--- src/rtl/bridge_fsm_pkg.sv ---
// Shared definitions for the memory-mapped I/O bridge: DM access-width codes,
// FSM state encodings and default device slot base addresses.
package bridge_fsm_pkg;

  localparam logic [2:0] DM_WORD = 3'd0;
  localparam logic [2:0] DM_HALF = 3'd1;
  localparam logic [2:0] DM_BYTE = 3'd2;

  typedef enum logic [1:0] {
    BR_IDLE = 2'd0,
    BR_REQ  = 2'd1,
    BR_DONE = 2'd2
  } br_state_e;

  localparam logic [31:0] BASE0_DEFAULT = 32'h0000_7F00;
  localparam logic [31:0] BASE1_DEFAULT = 32'h0000_7F10;
  localparam logic [31:0] BASE2_DEFAULT = 32'h0000_7F20;

  function automatic logic is_onehot3(input logic [2:0] v);
    return (v == 3'b001) || (v == 3'b010) || (v == 3'b100);
  endfunction

endpackage

--- src/rtl/bridge_fsm_if.sv ---
// Device-side bus of the bridge: one-hot request/ack per slot, shared write
// data/offset, per-slot read data and raw interrupt lines.
interface bridge_fsm_if;

  logic [2:0]  dev_req;
  logic        dev_we;
  logic [1:0]  dev_addr;
  logic [31:0] dev_wdata;
  logic [2:0]  dev_ack;
  logic [31:0] dev_rdata0;
  logic [31:0] dev_rdata1;
  logic [31:0] dev_rdata2;
  logic [5:0]  dev_irq;

  modport master (
    output dev_req, dev_we, dev_addr, dev_wdata,
    input  dev_ack, dev_rdata0, dev_rdata1, dev_rdata2, dev_irq
  );

  modport slave (
    input  dev_req, dev_we, dev_addr, dev_wdata,
    output dev_ack, dev_rdata0, dev_rdata1, dev_rdata2, dev_irq
  );

endinterface

--- src/rtl/bridge_fsm_addr_decode.sv ---
// Combinational slot decode: 16-byte window match per slot and access legality
// (exactly one hit, word width, word aligned).
module bridge_fsm_addr_decode
  import bridge_fsm_pkg::*;
#(
  parameter logic [31:0] BASE0 = BASE0_DEFAULT,
  parameter logic [31:0] BASE1 = BASE1_DEFAULT,
  parameter logic [31:0] BASE2 = BASE2_DEFAULT
) (
  input  logic [31:0] cpu_addr,
  input  logic [2:0]  dm_mode,
  output logic [2:0]  hit,
  output logic        legal
);

  // The word offset inside a slot is not part of the decode.
  logic unused_offset_s;
  assign unused_offset_s = ^cpu_addr[3:2];

  // Window match and legality
  always_comb begin
    hit[0] = (cpu_addr[31:4] == BASE0[31:4]);
    hit[1] = (cpu_addr[31:4] == BASE1[31:4]);
    hit[2] = (cpu_addr[31:4] == BASE2[31:4]);
    legal  = is_onehot3(hit) && (dm_mode == DM_WORD) && (cpu_addr[1:0] == 2'b00);
  end

endmodule

--- src/rtl/bridge_fsm.sv ---
// MMIO bridge behind the CPU M stage: launches one req/ack transaction per legal
// access, stalls the pipeline until ack or timeout, and synchronises device IRQs.
module bridge_fsm
  import bridge_fsm_pkg::*;
#(
  parameter logic [31:0] BASE0   = BASE0_DEFAULT,
  parameter logic [31:0] BASE1   = BASE1_DEFAULT,
  parameter logic [31:0] BASE2   = BASE2_DEFAULT,
  parameter int          TIMEOUT = 15
) (
  input  logic              clk,
  input  logic              rst,
  input  logic              cpu_req,
  input  logic [31:0]       cpu_addr,
  input  logic              dev_write_enable,
  input  logic [2:0]        dm_mode,
  input  logic [31:0]       cpu_write_data,
  input  logic              bridge_stop,
  output logic [31:0]       cpu_read_result,
  output logic              bridge_valid,
  output logic              bridge_busy,
  output logic [7:2]        hwirq,
  bridge_fsm_if.master      dev
);

  localparam int               CNT_W   = $clog2(TIMEOUT + 1);
  localparam logic [CNT_W-1:0] CNT_MAX = CNT_W'(TIMEOUT);

  br_state_e        state_r, state_s;
  logic [CNT_W-1:0] cnt_r;
  logic [2:0]       sel_r;
  logic [2:0]       req_r;
  logic             we_r;
  logic [1:0]       addr_r;
  logic [31:0]      wdata_r;
  logic [31:0]      rdata_r;
  logic [5:0]       irq_meta_r;
  logic [5:0]       hwirq_r;

  logic [2:0]       hit_s;
  logic             legal_s;
  logic             launch_s;
  logic             ack_s;
  logic             timeout_s;
  logic [31:0]      sel_rdata_s;

  bridge_fsm_addr_decode #(
    .BASE0 (BASE0),
    .BASE1 (BASE1),
    .BASE2 (BASE2)
  ) u_decode (
    .cpu_addr (cpu_addr),
    .dm_mode  (dm_mode),
    .hit      (hit_s),
    .legal    (legal_s)
  );

  // Launch qualification, selected-slot ack and read data
  always_comb begin
    launch_s  = cpu_req & legal_s & ~bridge_stop;
    ack_s     = |(dev.dev_ack & sel_r);
    timeout_s = (cnt_r == CNT_MAX);
    case (sel_r)
      3'b001:  sel_rdata_s = dev.dev_rdata0;
      3'b010:  sel_rdata_s = dev.dev_rdata1;
      3'b100:  sel_rdata_s = dev.dev_rdata2;
      default: sel_rdata_s = 32'd0;
    endcase
  end

  // Next state and stall; bridge_valid is independent of state
  always_comb begin
    state_s      = state_r;
    bridge_busy  = 1'b0;
    bridge_valid = ~cpu_req | legal_s;
    case (state_r)
      BR_IDLE: begin
        bridge_busy = launch_s;
        if (launch_s) state_s = BR_REQ;
        else          state_s = BR_IDLE;
      end
      BR_REQ: begin
        bridge_busy = 1'b1;
        if (ack_s || timeout_s) state_s = BR_DONE;
        else                    state_s = BR_REQ;
      end
      BR_DONE: state_s = BR_IDLE;
      default: state_s = BR_IDLE;
    endcase
  end

  // State register
  always_ff @(posedge clk) begin
    if (rst) state_r <= BR_IDLE;
    else     state_r <= state_s;
  end

  // Transaction latch, wait counter and read-data capture
  always_ff @(posedge clk) begin
    if (rst) begin
      cnt_r   <= {CNT_W{1'b0}};
      sel_r   <= 3'b000;
      req_r   <= 3'b000;
      we_r    <= 1'b0;
      addr_r  <= 2'b00;
      wdata_r <= 32'd0;
      rdata_r <= 32'd0;
    end else begin
      case (state_r)
        BR_IDLE: begin
          if (launch_s) begin
            sel_r   <= hit_s;
            req_r   <= hit_s;
            we_r    <= dev_write_enable;
            addr_r  <= cpu_addr[3:2];
            wdata_r <= cpu_write_data;
            cnt_r   <= {CNT_W{1'b0}};
          end
        end
        BR_REQ: begin
          // Ack wins over timeout when both land in the same cycle.
          if (ack_s) begin
            rdata_r <= we_r ? 32'd0 : sel_rdata_s;
            req_r   <= 3'b000;
          end else if (timeout_s) begin
            rdata_r <= 32'd0;
            req_r   <= 3'b000;
          end else begin
            cnt_r   <= cnt_r + CNT_W'(1);
          end
        end
        default: begin
          req_r <= 3'b000;
        end
      endcase
    end
  end

  // Two-flop interrupt synchroniser
  always_ff @(posedge clk) begin
    if (rst) begin
      irq_meta_r <= 6'd0;
      hwirq_r    <= 6'd0;
    end else begin
      irq_meta_r <= dev.dev_irq;
      hwirq_r    <= irq_meta_r;
    end
  end

  assign dev.dev_req    = req_r;
  assign dev.dev_we     = we_r;
  assign dev.dev_addr   = addr_r;
  assign dev.dev_wdata  = wdata_r;
  assign cpu_read_result = rdata_r;
  assign hwirq           = hwirq_r;

endmodule

--- src/flat_wrapper.sv ---
// flat-port wrapper written by rule: the top's interface ports become plain ports
module bridge_fsm_flat import bridge_fsm_pkg::*;
#(
  parameter logic [31:0] BASE0   = BASE0_DEFAULT,
  parameter logic [31:0] BASE1   = BASE1_DEFAULT,
  parameter logic [31:0] BASE2   = BASE2_DEFAULT,
  parameter int          TIMEOUT = 15
)
  (clk, rst, cpu_req, cpu_addr, dev_write_enable, dm_mode, cpu_write_data, bridge_stop, cpu_read_result, bridge_valid, bridge_busy, hwirq, dev_dev_req, dev_dev_we, dev_dev_addr, dev_dev_wdata, dev_dev_ack, dev_dev_rdata0, dev_dev_rdata1, dev_dev_rdata2, dev_dev_irq);
  bridge_fsm_if dev_i ();
  input  logic clk;
  input  logic rst;
  input  logic cpu_req;
  input  logic [31:0] cpu_addr;
  input  logic dev_write_enable;
  input  logic [2:0] dm_mode;
  input  logic [31:0] cpu_write_data;
  input  logic bridge_stop;
  output logic [31:0] cpu_read_result;
  output logic bridge_valid;
  output logic bridge_busy;
  output logic [7:2] hwirq;
  output wire logic [$bits(dev_i.dev_req)-1:0] dev_dev_req;
  output wire logic [$bits(dev_i.dev_we)-1:0] dev_dev_we;
  output wire logic [$bits(dev_i.dev_addr)-1:0] dev_dev_addr;
  output wire logic [$bits(dev_i.dev_wdata)-1:0] dev_dev_wdata;
  input wire logic [$bits(dev_i.dev_ack)-1:0] dev_dev_ack;
  input wire logic [$bits(dev_i.dev_rdata0)-1:0] dev_dev_rdata0;
  input wire logic [$bits(dev_i.dev_rdata1)-1:0] dev_dev_rdata1;
  input wire logic [$bits(dev_i.dev_rdata2)-1:0] dev_dev_rdata2;
  input wire logic [$bits(dev_i.dev_irq)-1:0] dev_dev_irq;
  assign dev_dev_req = dev_i.dev_req;
  assign dev_dev_we = dev_i.dev_we;
  assign dev_dev_addr = dev_i.dev_addr;
  assign dev_dev_wdata = dev_i.dev_wdata;
  assign dev_i.dev_ack = dev_dev_ack;
  assign dev_i.dev_rdata0 = dev_dev_rdata0;
  assign dev_i.dev_rdata1 = dev_dev_rdata1;
  assign dev_i.dev_rdata2 = dev_dev_rdata2;
  assign dev_i.dev_irq = dev_dev_irq;
  bridge_fsm #(.BASE0(BASE0), .BASE1(BASE1), .BASE2(BASE2), .TIMEOUT(TIMEOUT)) u_core (.clk(clk), .rst(rst), .cpu_req(cpu_req), .cpu_addr(cpu_addr), .dev_write_enable(dev_write_enable), .dm_mode(dm_mode), .cpu_write_data(cpu_write_data), .bridge_stop(bridge_stop), .cpu_read_result(cpu_read_result), .bridge_valid(bridge_valid), .bridge_busy(bridge_busy), .hwirq(hwirq), .dev(dev_i));
endmodule
--- config.mk ---
export PLATFORM = sky130hd
export DESIGN_NAME = bridge_fsm_flat
export DESIGN_NICKNAME = d
export VERILOG_FILES = /design/src/rtl/bridge_fsm_pkg.sv /design/src/rtl/bridge_fsm_if.sv /design/src/rtl/bridge_fsm_addr_decode.sv /design/src/rtl/bridge_fsm.sv /design/src/flat_wrapper.sv
export SDC_FILE = /design/constraint.sdc
export NUM_CORES = 1
export LEC_CHECK = 0
export CAP_MARGIN = 25
export CORE_MARGIN = 2
export CORE_UTILIZATION = 36
export CTS_CLUSTER_SIZE = 20
export DETAILED_ROUTE_END_ITERATION = 8
export PLACE_DENSITY = 0.8
export SYNTH_ARGS = -nofsm -noshare
export SYNTH_HDL_FRONTEND = slang
export SYNTH_SLANG_ARGS = --single-unit
--- constraint.sdc ---
create_clock -name clk -period 2.9 [get_ports clk]
set_clock_uncertainty 0.2 [all_clocks]
set_input_delay 0.58 -clock clk [delete_from_list [all_inputs] [get_ports clk]]
set_output_delay 0.58 -clock clk [all_outputs]
set_load 0.005 [all_outputs]
# --- Word level (Yosys, flattened, before mapping) ---
# Cells that the tools add are included.
word_totals:
  register_bits: 91
  out_inout_bits: 78
  elab_cells: 63
classes:
  addsub: 1
  n_eq_ne: 15
  muxes: 16
  n_bitwise: 6
  n_reduce_logical: 15
op_table:
  columns: ["cell", "count"]
  rows:
  - ["$mux 32", 3]
  - ["$pmux 32 s3", 1]
  - ["$eq 28x11->1 const B", 3]
  - ["$mux 4", 3]
  - ["$mux 3", 3]
  - ["$pmux 4 s2", 1]
  - ["$eq 3x1->1 const B", 2]
  - ["$eq 3x2->1 const B", 2]
  - ["$eq 3x3->1 const B", 2]
  - ["$pmux 3 s2", 1]
  - ["$reduce_and 2->1", 3]
  - ["$add 4x1->4 const B", 1]
  - ["$eq 4x4->1 const B", 1]
  - ["$logic_not 2->1", 2]
  - ["$ne 2x2->1 const B", 2]
  - ["$pmux 2 s2", 1]
  - ["$reduce_and 4->1", 1]
  - ["$reduce_bool 2->1", 2]
  - ["$and 3x3->3", 1]
  - ["$logic_not 3->1", 1]
  - ["$logic_or 1x1->1", 3]
  - ["$ne 3x1->1 const B", 1]
  - ["$reduce_or 3->1", 1]
  - ["$and 1x1->1", 2]
  - ["8 further kinds", 10]

# --- Logic depth before layout (Yosys ltp) ---
depth:
  word_depth: 10
  depth_mapped: 7

# --- Cells and area by module ---
# Synthesis repeated with hierarchy kept, for this count alone.
unflattened:
  hier_cells: 439
  area_unflattened_um2: 3744.8
by_module_without_submodules:
  columns: ["mod", "n_inst", "cells_per_inst", "area_per_inst_um2"]
  rows:
  - ["bridge_fsm", 1, 422, 3618.5]
  - ["bridge_fsm_addr_decode", 1, 17, 126.4]

# --- Least setup slack after synthesis ---
# OpenSTA, ideal clock, no wires.
synth_timing:
  path_type: "input-to-output"
  startpoint: "input port cpu_addr[7]"
  endpoint: "output port bridge_busy"
  arrival_time_ns: 1.843
  setup_slack_ns: 0.277
  cell_stages: 5
  path_buffers: 0
  cell_sequence: "nor4b_2 > nand4_1 > nor2_1 > or4b_1 > o21ai_0"
synth_between:
  elab_chain_len: 9
  word_cells_on_any_way: 13
  classes_between: "6 x eq/ne; 1 x mux; 2 x bitwise; 4 x reduce/logical"
synth_rtl:
  columns: ["element", "line", "rtl"]
  rows:
  - ["start: declaration", "flat_wrapper.sv:14", "input logic [31:0] cpu_addr;"]
  - ["$eq 28x11->1 (on tied branches)", "bridge_fsm_addr_decode.sv:22, bridge_fsm_addr_decode.sv:23, bridge_fsm_addr_decode.sv:24", null]
  - ["$eq 3x1->1 or $eq 3x2->1 (tied branches)", "bridge_fsm_pkg.sv:20", "return (v == 3'b001) || (v == 3'b010) || (v == 3'b100);"]
  - ["$logic_or 1x1->1", "bridge_fsm_pkg.sv:20", null]
  - ["$logic_or 1x1->1 (*)", "bridge_fsm_pkg.sv:20", null]
  - ["$logic_and 1x1->1 (*) (2 in a row)", "bridge_fsm_addr_decode.sv:25", "legal = is_onehot3(hit) && (dm_mode == DM_WORD) && (cpu_addr[1:0] == 2'b00);"]
  - ["$and 1x1->1 (*) (2 in a row)", "bridge_fsm.sv:60", "launch_s = cpu_req & legal_s & ~bridge_stop;"]
  - ["$pmux 1 s2 (*)", "bridge_fsm.sv:76", "case (state_r)"]
  - ["end: declaration", "flat_wrapper.sv:21", "output logic bridge_busy;"]
# Every way passes the cells marked *; elsewhere a longest branch is shown, timed or not.

# --- Worst setup path in the final report ---
layout_timing:
  startpoint: "input port cpu_addr[6]"
  endpoint: "output port bridge_busy"
# The elaborated chain is that of the path after synthesis.

==> flow_summary.yaml <==
status:
  outcome: "finished clean"
setup_path:
  worstPathMaxFanout: 2
  timing_worst_setup_path_type: "in2out"
  worstPathRequired_ps: 2120
  arrival_ps: 2080
  end_kind: "output pin"
  setup.worst_path.start_class: "primary input"
floorplan:
  boundaryPins: 255
  rows: 37
  die_area_um2: 11600
  initial_utilization: 0.3732
  core-area_um2: 10370
  die_w_um: 107.7
  die_h_um: 107.7
clock_tree:
  cts.reportedPaths.clkPinSlew_ps: 80
  insertion_delay_ps: 360
  clockRootBuffer: "sky130_fd_sc_hd__clkbuf_8"
  clock-sinks: 91
  cts_htree_levels: 3
  tritoncts: "yes"
  clock_tree_buf_depth: 2
  tritoncts.num_buffers: 9
  post_cts_hold_buffer_count: 0
drt:
  routed.top_layer: "met4"
  wl_met3_um: 1543
  drtPass1Iterations: 5
  route.antenna.remaining_nets: 0
  routed_via_density: 5.100
  dr_total_vias: 4243
  post-route-drc-count: 0
  wire_per_inst_um: 16.13
  routed_wl_um: 13420
  met1Wirelength_um: 4909
  dr_wl_met2_um: 6674
  detailedRoute.firstIterationViolations: 235
power_and_ir_drop:
  swShare: 0.2157
  seqPwrFrac: 0.519
  power.net_switching_uw: 522.6
  p_clk_frac: 0.359
  p_int_uw: 1900
  power_density_nw_per_um2: 349.6
  total_leakage_power_uw: 0.002626
  comb_power_share: 0.122
  vdd_drop_max_v: 0.0002480
yosys:
  synth-warning-count: 0
  synth-edff-count: 0
  yosys_most_used_dff: "sky130_fd_sc_hd__dfxtp_1"
  synth-seq-area-share: 0.4707
  async_reset_ff_frac: 0
  syn_nets: 618
  yosys_register_bits: 91
  mux_cell_area_share_after_synthesis: 0.09053
  ys_types: 35
  synth-xor-area-share: 0.002263
  synth_area_um2: 3870
  synth-compound-area-share: 0.1995
  syn_area_per_cell_um2: 8.795
  synth_cells: 440
  main_combinational_cell_family_by_area_after_synthesis: "compound AO/OA/AOI/OAI gates"
  synth_fa_ha_area_frac: 0.003233
  simple_gate_share_of_the_synthesized_area: 0.1914
finish:
  multi_input_comb_area_um2: 1939
  final.fill_count: 855
  syn_to_final_growth_pct: 79.05
  num-nets-final: 868
  register_area_um2: 1822
  drive_gt1_frac: 0.07194
global_routing:
  grt-ovfl-total: 0
  grt_usage: 0.2128
  grt_start_max_net_pins: 50
  grt_first_pass_wirelength_um: 19700
  grt_antenna_before_repair: 1
  grt_pass1_vias: 4184
job:
  drv_cap: 0
sta:
  tightest_slew_ps: 542.0
  fmaxAchievable_mhz: 350.2
  final_hold_viol_count: 0
  final_period_minus_worst_setup_slack_ps: 2855
  setup_failing_eps_final: 0
  whs_ps: 240.2
  slew-limit-headroom: 0.6387
  setup-tns-final_ps: 0
  final-max-slew-violation-count: 0
  min_period_over_period: 0.9846
placed_design:
  globalplace.congestion: 0.8187
  place_hpwl_um: 9864
  buffer_ports.inserted: 254
worst_hold_path:
  hold_path_class: "reg2reg"
## critical path: stages
cell                             delay (ps)
sky130_fd_sc_hd__dlymetal6s2s_1         150
sky130_fd_sc_hd__nor4b_4                280
sky130_fd_sc_hd__nand4_1                170
sky130_fd_sc_hd__nor2_2                 170
sky130_fd_sc_hd__or4b_1                 450
sky130_fd_sc_hd__o21ai_1                140
sky130_fd_sc_hd__buf_2                  130
## cell type report
class	count	area share
flip-flops and latches	91	0.2629
multi-input cells	311	0.2799
inverters	2	0.001083
diodes	1	0.0003611
well taps	136	0.02456
clock buffers	10	0.01986
repair buffers	275	0.4021
clock inverters	6	0.009209
## worst paths after layout
path | startpoint | endpoint | slack (ps) | depth (start not counted)
max | cpu_addr[6] | bridge_busy | 40 | 7
min | u_core.irq_meta_r[5] | u_core.hwirq[7] | 240 | 1
max reg2reg | u_core.state_r[1] | u_core.dev.dev_wdata[0] | 720 | 5
min reg2reg | u_core.irq_meta_r[5] | u_core.hwirq[7] | 240 | 1
## state kept, by name, indices dropped and copies added, names as in the netlist
signal                  cells
u_core.dev.dev_we           1
u_core.irq_meta_r           6
u_core.hwirq                6
u_core.dev.dev_wdata       32
u_core.dev.dev_req          3
u_core.state_r              2
u_core.sel_r                3
u_core.cnt_r                4
u_core.dev.dev_addr         2
u_core.cpu_read_result     32
## per-stage QoR
stage          cells  instance area [um^2]  worst slack (ps)  utilization  power, uW
2_1_floorplan    440                  3870             276.6            -       1319
3_3_place_gp     812                  6606            -581.3       0.6371       1575
3_5_place_dp     812                  6606            -622.8       0.6371       1581
4_1_cts          828                  6808            -269.6       0.6565       2450
5_1_grt          832                  6929            -37.64       0.6682       2528
6_report         832                  6929             44.77       0.6682       2422
## placed cells by master (no fill, tap or decap), types with 2 or more instances in the layout
cell                              netlist  layout
sky130_fd_sc_hd__a21oi_1                4       4
sky130_fd_sc_hd__a22o_1                 3       3
sky130_fd_sc_hd__a22oi_1               64      64
sky130_fd_sc_hd__a31oi_1                2       2
sky130_fd_sc_hd__and4b_1                2       2
sky130_fd_sc_hd__buf_12                 0       2
sky130_fd_sc_hd__buf_2                  2       2
sky130_fd_sc_hd__buf_4                  3      19
sky130_fd_sc_hd__clkbuf_8               0      10
sky130_fd_sc_hd__clkdlybuf4s50_1        0     222
sky130_fd_sc_hd__clkinv_2               0       2
sky130_fd_sc_hd__clkinvlp_4             0       2
sky130_fd_sc_hd__dfxtp_1               91      91
sky130_fd_sc_hd__dlymetal6s2s_1         0      29
sky130_fd_sc_hd__inv_1                  2       2
sky130_fd_sc_hd__mux2i_1               35      35
sky130_fd_sc_hd__nand2_1               36      36
sky130_fd_sc_hd__nand2b_1               4       4
sky130_fd_sc_hd__nand3_1                7       7
sky130_fd_sc_hd__nand3b_1               2       2
sky130_fd_sc_hd__nor2_1                73      72
sky130_fd_sc_hd__nor2b_1               15      13
sky130_fd_sc_hd__nor2b_2                0       2
sky130_fd_sc_hd__nor3_1                 3       3
sky130_fd_sc_hd__nor3b_1                3       2
sky130_fd_sc_hd__nor4_1                 6       2
sky130_fd_sc_hd__nor4_2                 1       4
sky130_fd_sc_hd__o21ai_0               38      37
sky130_fd_sc_hd__o31ai_1                2       2
## Yosys cell counts (4+ instances only)
master	instances	share of area
sky130_fd_sc_hd__dfxtp_1	91	0.47
sky130_fd_sc_hd__nor2_1	73	0.071
sky130_fd_sc_hd__a22oi_1	64	0.12
sky130_fd_sc_hd__o21ai_0	38	0.049
sky130_fd_sc_hd__nand2_1	36	0.035
sky130_fd_sc_hd__mux2i_1	35	0.091
sky130_fd_sc_hd__clkbuf_1	30	0.029
sky130_fd_sc_hd__nor2b_1	15	0.024
sky130_fd_sc_hd__nand3_1	7	0.0091
sky130_fd_sc_hd__nor4_1	6	0.0097
sky130_fd_sc_hd__a21oi_1	4	0.0052
sky130_fd_sc_hd__nand2b_1	4	0.0065
## power groups by stage
| stage | combinational (uW) | sequential [uW] | clock [uW] |
|---|---|---|---|
| final | 295 | 1260 | 869 |
| after floorplan | 31.9 | 1290 | 0 |
| after global placement | 288 | 1290 | 0 |
| after CTS | 295 | 1260 | 896 |
| after detailed placement | 294 | 1290 | 0 |
| after global routing | 311 | 1260 | 958 |
## cell families (layout without fill, tap and decap cells)
family,count (synthesis),after routing
XOR/XNOR,1,1
AO/OA/AOI/OAI,116,116
multiplexers,35,35
other,0,1
adder cells (fa/ha/maj),1,1
AND/OR/NAND/NOR,158,158
flip-flops,91,91
buffers and inverters,38,293
## per-layer routing
layer  track usage  up-vias
li1              -     2075
met1        0.2186     1949
met2        0.3774      191
met3       0.09685       28
met4       0.07967        0
met5             0        -
## repair_timing
item | in CTS | in global routing
resized for setup | 5 | 35
setup endpoints to repair | 2 | 2
cloned | 0 | 0
endpoints found under the hold margin | 0 | 0
pin swaps | 3 | 14
setup buffers | 0 | 3
Power figures use the tool's default switching activity.
==> patch (same settings) <==
Encoding of `br_state_e`: now one-hot (3 bits for 3 states).
--- a/src/rtl/bridge_fsm_pkg.sv
+++ b/src/rtl/bridge_fsm_pkg.sv
@@ -6,10 +6,10 @@
   localparam logic [2:0] DM_HALF = 3'd1;
   localparam logic [2:0] DM_BYTE = 3'd2;
 
-  typedef enum logic [1:0] {
-    BR_IDLE = 2'd0,
-    BR_REQ  = 2'd1,
-    BR_DONE = 2'd2
+  typedef enum logic [2:0] {
+    BR_IDLE = 3'b001,
+    BR_REQ  = 3'b010,
+    BR_DONE = 3'b100
   } br_state_e;
 
   localparam logic [31:0] BASE0_DEFAULT = 32'h0000_7F00;
Function: no difference found for any inputs over 4 cycles, from zero or initial values and one cycle with rst high; so few cycles prove little.
==> patch against the original RTL <==
The run now ends with negative setup slack left; setup slack lost 0.051 ns; wire length rose by 2.3%; final area about the same; sequential cell count increased by 1; area after synthesis decreased by 1.6%; sequential share of layout area is 0.28 points higher; total power down 3.3%; critical path type is now input pin to flop; largest cell class unchanged; highest routed layer unchanged.
==> patch: results <==
timing:
  setup_slack_ns: -0.00655
  finalSetupTns_ns: -0.0166
  setup_viol: 3
run_status:
  status: "finished, violations left"
  violations: "negative setup slack"
finish:
  n_all_buffers: 290
  buffer_area_share_pct: 41.0
  multi_input_area_um2: 1890
  clkbuf_count: 9
  seq_share_pct: 26.6
  final-clk-cell-share_pct: 2.49
  final_util_pct: 67.4
  num_antenna_cells: 0
  n_fill_cell: 827
  multi_input_comb_cells: 324
setup_path:
  reg2reg_depth: 7
  crit_fanout: 3
  critPathMaxStageDelay_ns: 0.28
  worstReg2RegStart: "u_core.state_r[0]"
  reg2reg_slack_ns: 0.27
  endpoint: "u_core.dev.dev_req[1]"
  crit_path_top_delay_cell: "nor4_4"
  setup.worst_path.start: "dm_mode[2]"
  critPathArrivalTime_ns: 2.95
  crit_family: "buffers and inverters"
  reg2reg_to: "u_core.cnt_r[1]"
grt:
  grt_max_degree: 47
  grt_pass1_wl_um: 21400
  antenna_found_initial: 0
power:
  leakagePower_nw: 2.62
  ir_worst_vdd_mv: 0.252
logic_synthesis:
  synth_nets: 633
  ys_types: 37
  synth_common_cells: "dfxtp_1, nand2_1, a21oi_1"
  avgSynthCellArea_um2: 8.37
placed_design:
  dpl_worst_slack_ns: -0.557
  globalplace.congestion: 0.786
  dp_cells: 828
  place_hpwl_um: 10200
route:
  wl_per_cell_um: 16.0
  routed_wl_um: 13700
  drt_iter0_markers: 368
  dr.pass1.iters: 4
clocking:
  cts_resized: 31
  cts_sinks: 92
hold_path:
  whs_endpoint: "u_core.hwirq[4]"
  holdCritStartpoint: "u_core.irq_meta_r[2]"
floorplanning:
  fp.dieW_um: 107
## patch: cell types whose count changed after synthesis, moves of 4 or more
cell / change
nor2_1: -33
o21ai_0: -38
nand2_1: +47
a22oi_1: -32
nand3_1: -5
mux2i_1: -35
nand2b_1: -4
o2bb2ai_1: +32
buf_2: +6
a21oi_1: +68
## patch: per-layer routing
layer	up-vias	routed length (um)	global-route usage, %
li1	2150	-	-
met1	2054	5550	27.5
met2	166	6850	40.3
met3	20	1050	7.29
met4	0	278	6.31
met5	-	0	0
## patch: report_power, final
part,total [mW],switching [mW],internal (mW)
sequential,1.27,0.00159,1.27
clock,0.767,0.451,0.317
combinational,0.303,0.0775,0.225
total,2.34,0.530,1.81
## patch: logic make-up (layout without fill, tap and decap cells)
kind of cell,Yosys count,in the layout,share of synthesized area (%)
flip-flops,92,92,48.3
adder cells (fa/ha/maj),1,1,0.328
buffers and inverters,39,308,4.11
AND/OR/NAND/NOR,174,174,21.2
AO/OA/AOI/OAI,149,149,26.0
